**src/rtl/prog_loader.sv**
```systemverilog
// Boot-time program loader: assembles a little-endian byte stream into header,
// instruction and data words, writes the memories, then runs and supervises cpu2.
module prog_loader #(
  parameter int I_ADDR_W = 8,
  parameter int D_ADDR_W = 8,
  parameter int CNT_W    = 32
) (
  input  logic                clk,
  input  logic                rst_,
  input  logic [7:0]          in_byte,
  input  logic                in_valid,
  output logic                in_ready,
  output logic                imem_we,
  output logic [I_ADDR_W-1:0] imem_addr,
  output logic [31:0]         imem_wdata,
  output logic                dmem_we,
  output logic [D_ADDR_W-1:0] dmem_addr,
  output logic [31:0]         dmem_wdata,
  output logic                cpu_rst_,
  input  logic                halt,
  input  logic                exception,
  output logic                done,
  output logic [1:0]          status,
  output logic [CNT_W-1:0]    cycle_count
);

  typedef enum logic [2:0] {HDR, LOAD_I, LOAD_D, SETTLE, RUN, DONE, ERR} state_t;

  localparam logic [16:0] I_MAX = 17'(1) << I_ADDR_W;
  localparam logic [16:0] D_MAX = 17'(1) << D_ADDR_W;

  state_t      state;
  logic [1:0]  lane;
  logic [23:0] shreg;
  logic [15:0] i_cnt;
  logic [15:0] d_cnt;
  logic [16:0] widx;
  logic        xfer;
  logic        last_byte;
  logic [31:0] word;
  logic        wr_busy;

  // Bytes are refused during a write-strobe cycle so the state decision after
  // each word sees the retired strobe before the next byte arrives.
  assign wr_busy   = imem_we | dmem_we;
  assign in_ready  = !rst_ && ((state == HDR) ||
                     (((state == LOAD_I) || (state == LOAD_D)) && !wr_busy));
  assign xfer      = in_valid & in_ready;
  assign last_byte = xfer && (lane == 2'd3);
  assign word      = {in_byte, shreg};

  always_ff @(posedge clk) begin
    if (rst_) begin
      state       <= HDR;
      lane        <= 2'd0;
      shreg       <= 24'd0;
      i_cnt       <= 16'd0;
      d_cnt       <= 16'd0;
      widx        <= 17'd0;
      imem_we     <= 1'b0;
      imem_addr   <= '0;
      imem_wdata  <= 32'd0;
      dmem_we     <= 1'b0;
      dmem_addr   <= '0;
      dmem_wdata  <= 32'd0;
      cpu_rst_    <= 1'b0;
      done        <= 1'b0;
      status      <= 2'b00;
      cycle_count <= '0;
    end else begin
      imem_we <= 1'b0;
      dmem_we <= 1'b0;
      if (xfer) begin
        lane <= lane + 2'd1;
        case (lane)
          2'd0:    shreg[7:0]   <= in_byte;
          2'd1:    shreg[15:8]  <= in_byte;
          2'd2:    shreg[23:16] <= in_byte;
          default: ;
        endcase
      end
      case (state)
        HDR: begin
          if (last_byte) begin
            i_cnt <= word[31:16];
            d_cnt <= word[15:0];
            widx  <= 17'd0;
            if (({1'b0, word[31:16]} > I_MAX) || ({1'b0, word[15:0]} > D_MAX)) begin
              state  <= ERR;
              done   <= 1'b1;
              status <= 2'b11;
            end else if (word[31:16] != 16'd0) begin
              state <= LOAD_I;
            end else if (word[15:0] != 16'd0) begin
              state <= LOAD_D;
            end else begin
              state <= SETTLE;
            end
          end
        end
        LOAD_I: begin
          if (last_byte) begin
            imem_we    <= 1'b1;
            imem_addr  <= widx[I_ADDR_W-1:0];
            imem_wdata <= word;
            widx       <= widx + 17'd1;
          end else if (imem_we && (widx == {1'b0, i_cnt})) begin
            widx  <= 17'd0;
            state <= (d_cnt != 16'd0) ? LOAD_D : SETTLE;
          end
        end
        LOAD_D: begin
          if (last_byte) begin
            dmem_we    <= 1'b1;
            dmem_addr  <= widx[D_ADDR_W-1:0];
            dmem_wdata <= word;
            widx       <= widx + 17'd1;
          end else if (dmem_we && (widx == {1'b0, d_cnt})) begin
            state <= SETTLE;
          end
        end
        SETTLE: begin
          state    <= RUN;
          cpu_rst_ <= 1'b1;
        end
        RUN: begin
          if (halt || exception) begin
            state    <= DONE;
            done     <= 1'b1;
            cpu_rst_ <= 1'b0;
            status   <= halt ? 2'b01 : 2'b10;
          end else if (cycle_count != {CNT_W{1'b1}}) begin
            cycle_count <= cycle_count + {{(CNT_W-1){1'b0}}, 1'b1};
          end
        end
        DONE:    ;
        ERR:     ;
        default: state <= HDR;
      endcase
    end
  end

endmodule

```
**config.mk**
```make
export PLATFORM = sky130hd
export DESIGN_NAME = prog_loader
export DESIGN_NICKNAME = d
export VERILOG_FILES = /design/src/rtl/prog_loader.sv
export SDC_FILE = /design/constraint.sdc
export NUM_CORES = 1
export LEC_CHECK = 0
export CAP_MARGIN = 0
export CORE_MARGIN = 5
export CORE_UTILIZATION = 56
export CTS_BUF_LIST = sky130_fd_sc_hd__clkbuf_4
export DETAILED_ROUTE_END_ITERATION = 7
export GPL_TIMING_DRIVEN = 0
export PLACE_DENSITY = 0.88
export SYNTH_ARGS = -nofsm -noshare
export SYNTH_HDL_FRONTEND = slang
export SYNTH_SLANG_ARGS = --single-unit
```
**constraint.sdc**
```tcl
create_clock -name clk -period 2.8 [get_ports clk]
set_input_delay 0.56 -clock clk [delete_from_list [all_inputs] [get_ports clk]]
set_output_delay 0.56 -clock clk [all_outputs]
set_load 0.02 [all_outputs]
```
==> results of run 1 <==
[cell type report]
| type | count | area, um2 | area share |
|---|---|---|---|
| multi-input cells | 776 | 4100 | 0.4051 |
| inverters | 12 | 45.04 | 0.004450 |
| clock inverters | 12 | 86.33 | 0.008530 |
| well taps | 184 | 230.2 | 0.02275 |
| clock buffers | 18 | 135.1 | 0.01335 |
| flip-flops and latches | 196 | 3924 | 0.3877 |
| repair buffers | 129 | 1291 | 0.1276 |
| plain buffers | 76 | 309.0 | 0.03054 |
[repair_timing]
action | in CTS | in global routing
buffers inserted | 0 | 0
hold buffers | 0 | 0
gates resized for setup | 2 | 8
endpoints found under the setup margin | 2 | 33
[worst reg2reg max path: stages, from the launching register on]
cell and delay [ns]:
dfxtp_1 0.33, clkbuf_1 0.43, xor2_1 0.13, nor4_1 0.32, nand4_1 0.23, o31ai_4 0.56, buf_2 0.33, a311oi_1 0.13
[routing by layer]
metal | wire [um] | vias to the layer above | share of wire
met1 | 9916 | 3809 | 0.41
li1 | - | 3907 | -
met4 | 784 | 0 | 0.033
met3 | 1849 | 58 | 0.077
met5 | 0 | - | 0
met2 | 11420 | 398 | 0.48
[power by group]
part	switching (mW)	internal, mW
sequential	0.0680	2.85
clock	0.962	0.355
combinational	0.438	0.244
[metrics by stage]
stage	setup slack, ns	hold WS (ns)	instance area (um2)	utilization
3_3_place_gp	-0.3382	0.4336	9878	0.6771
5_1_grt	0.01491	0.3899	10120	0.6937
2_1_floorplan	0.4675	0.4478	8357	-
6_report	0.1685	0.4360	10120	0.6937
4_1_cts	0.1131	0.4140	10110	0.6931
3_5_place_dp	-0.2410	0.4412	9878	0.6771
[kinds of logic after synthesis]
kind of cell / Yosys count
and+or+nand+nor: 491
AOI/OAI and AO/OA: 222
DFF: 196
buffers and inverters: 89
xor gates and xnor gates: 54
adders and majority gates: 6
muxes: 3
[sequential cells by signal (all words and copies together) (netlist names), 2 cells and up]
register,count
state,3
lane,2
widx,17
imem_wdata,32
status,2
shreg,24
cycle_count,32
i_cnt,16
dmem_addr,8
dmem_wdata,32
d_cnt,16
imem_addr,8
[cell usage in the layout, fill, tap and decap left out, types with 3 or more instances in the layout]
master / synthesis / routed
o21bai_1: 3 / 3
clkdlybuf4s50_1: 0 / 129
o21ai_0: 20 / 20
xor2_1: 18 / 18
ha_1: 6 / 6
dfxtp_1: 196 / 196
clkbuf_1: 70 / 66
nand2b_1: 7 / 7
xnor2_1: 36 / 36
clkbuf_4: 0 / 18
clkinv_2: 0 / 3
a21oi_1: 156 / 156
nand4_1: 14 / 14
or3_1: 9 / 9
nor2b_1: 5 / 5
nor2_1: 50 / 49
and3_1: 3 / 3
and4_1: 7 / 7
nand2_1: 292 / 292
clkbuf_2: 0 / 3
inv_1: 12 / 12
buf_2: 4 / 4
nor3_1: 19 / 19
a221oi_1: 4 / 4
a31oi_1: 6 / 6
nand3_1: 44 / 44
a311oi_1: 9 / 9
clkinv_4: 0 / 3
nor4_1: 19 / 19
[worst max path at each step]
stage	from	to	slack (ns)	cells past startpoint
6_report	state[2]	in_ready	0.17	3
5_1_grt	widx[1]	widx[5]	0.01	7
4_1_cts	state[1]	in_ready	0.11	3
3_5_place_dp	rst_	imem_wdata[26]	-0.24	9
3_3_place_gp	rst_	imem_wdata[26]	-0.34	9
2_1_floorplan	rst_	i_cnt[8]	0.47	10
==> flow_summary.json, run 1 <==
{
  "grt_usage": 0.2696,
  "ys_seq_elements": 196,
  "critPathLaunchType": "flip-flop",
  "hold_class": "in -> reg",
  "yosysMostFrequentCell": "nand2_1",
  "min_period_over_period": 0.9398,
  "yosysWarnings": 0,
  "detail_route.wl_per_cell_um": 17.09,
  "portBuffers": 129,
  "rows": 44,
  "max-slew-margin-rel": 0.3092,
  "yosys.area_share.xor_xnor": 0.05660,
  "synthAdderAreaFrac": 0.008983,
  "ant_nets": 0,
  "gr-usage-met3": 0.05115,
  "cts_max_level": 4,
  "ir_drop_v": 0.0004541,
  "crit_family": "buffers and inverters",
  "syn-num-nets": 1080,
  "post-route-drc-count": 0,
  "synth-edff-count": 0,
  "globalRouteMet1Util": 0.3488,
  "syn_avg_cell_area_um2": 7.876,
  "p_leak_nw": 3.253,
  "crit_path_cell_trace": "nor2_1 > o21a_1 > clkdlybuf4s50_1",
  "timing.rr.end": "widx[5]",
  "yosys.area_share.simple": 0.2676,
  "dr_total_vias": 8172,
  "firstDrtPassIters": 7,
  "nNetsFinal": 1227,
  "insertedDiodeCount": 0,
  "fin_setup_tns_ns": 0,
  "syn_to_final_growth_pct": 21.11,
  "r2r_start": "widx[6]",
  "wirelength_um": 23970,
  "first_global_vias": 7736,
  "routabilityCongestion": 0.9468,
  "slowest_stage": "clkdlybuf4s50_1",
  "drv_slew": 0,
  "hold_path_startpoint": "in_byte[0]",
  "grt_pass1_wl_um": 38920,
  "ys.flop_type": "dfxtp_1",
  "setup_viol": 0,
  "grt_max_degree": 17,
  "antenna_found_initial": 0,
  "worstHoldPathCells": 3,
  "synth_compound_area_frac": 0.1511,
  "crit_path_end_kind": "output port",
  "clock_skew_ns": 0.01591,
  "start_util": 0.5728,
  "powerDensity_nw_per_um2": 485.5,
  "clk_path_buf_depth": 2,
  "yosysTopAreaCell": "dfxtp_1",
  "status": "completed",
  "final.min_clock_period_ns": 2.632,
  "crit_buf_inv": 1,
  "hold_end": "imem_wdata[24]",
  "grt_overflow_total": 0,
  "dieArea_um2": 17470,
  "cts_tree": "built",
  "synthCells": 1061,
  "core_um2": 14590,
  "die_h_um": 132.2,
  "synthTopCellsByCount": "nand2_1 (292), dfxtp_1 (196), a21oi_1 (156), clkbuf_1 (70), nor2_1 (50)",
  "insertion_delay_ns": 0.59,
  "slowest_delay_ns": 0.61,
  "cts_root_buf": "clkbuf_4",
  "clock-sinks": 196,
  "critPathKind": "reg -> out",
  "syn_area_um2": 8357,
  "dp.cells": 1374,
  "regToRegSetupSlack_ns": 0.20,
  "drtIter0Drc": 772,
  "fin_cells": 1403,
  "cp.required_ns": 2.24,
  "dp_hpwl_um": 17540,
  "synth_top_area_frac": 0.4695,
  "grt_setup_unrepaired": "no",
  "critPathMaxFanout": 4,
  "total_power_mw": 4.914,
  "async_flop_share": 0,
  "arrival_ns": 2.07,
  "busiest_layer": "met2",
  "use_met2": 0.4464,
  "die_x_um": 132.2,
  "worstMarginPinSlew_ns": 1.027,
  "fmax_mhz": 380.0,
  "num_io_pins": 132,
  "vias_per_cell": 5.825,
  "synthMuxAreaShare": 0.003893,
  "maxCapViolations": 0,
  "cts_made_buffers": 17,
  "clk_pin_slew_worst_paths_ns": 0.15,
  "r2r.worst_path.cells": 7,
  "synthTopCellsByArea": "dfxtp_1 (47%), nand2_1 (13%), a21oi_1 (9.3%)",
  "ys_seq_area_frac": 0.4695,
  "nFillCells": 1186,
  "yosys.cell_types.count": 63,
  "synth_top_family_by_area": "simple AND/OR/NAND/NOR gates",
  "drive_above_1_share": 0.04266,
  "final_hold_viol_count": 0
}
Power figures use the tool's default switching activity.
==> run 2, diff against run 1 <==
--- a/config.mk
+++ b/config.mk
@@ -11,6 +11,7 @@
 export CTS_BUF_LIST = sky130_fd_sc_hd__clkbuf_4
 export DETAILED_ROUTE_END_ITERATION = 7
 export GPL_TIMING_DRIVEN = 0
+export HOLD_SLACK_MARGIN = 0.02
 export PLACE_DENSITY = 0.88
 export SYNTH_ARGS = -nofsm -noshare
 export SYNTH_HDL_FRONTEND = slang
==> results of run 2 <==
No change in the layout: final DEF, timing and power equal those of run 1.
==> run 3, diff against run 2 <==
--- a/config.mk
+++ b/config.mk
@@ -5,7 +5,7 @@
 export SDC_FILE = /design/constraint.sdc
 export NUM_CORES = 1
 export LEC_CHECK = 0
-export CAP_MARGIN = 0
+export CAP_MARGIN = 20
 export CORE_MARGIN = 5
 export CORE_UTILIZATION = 56
 export CTS_BUF_LIST = sky130_fd_sc_hd__clkbuf_4
==> results of run 3 <==
No change in the layout: final DEF, timing and power equal those of run 1.
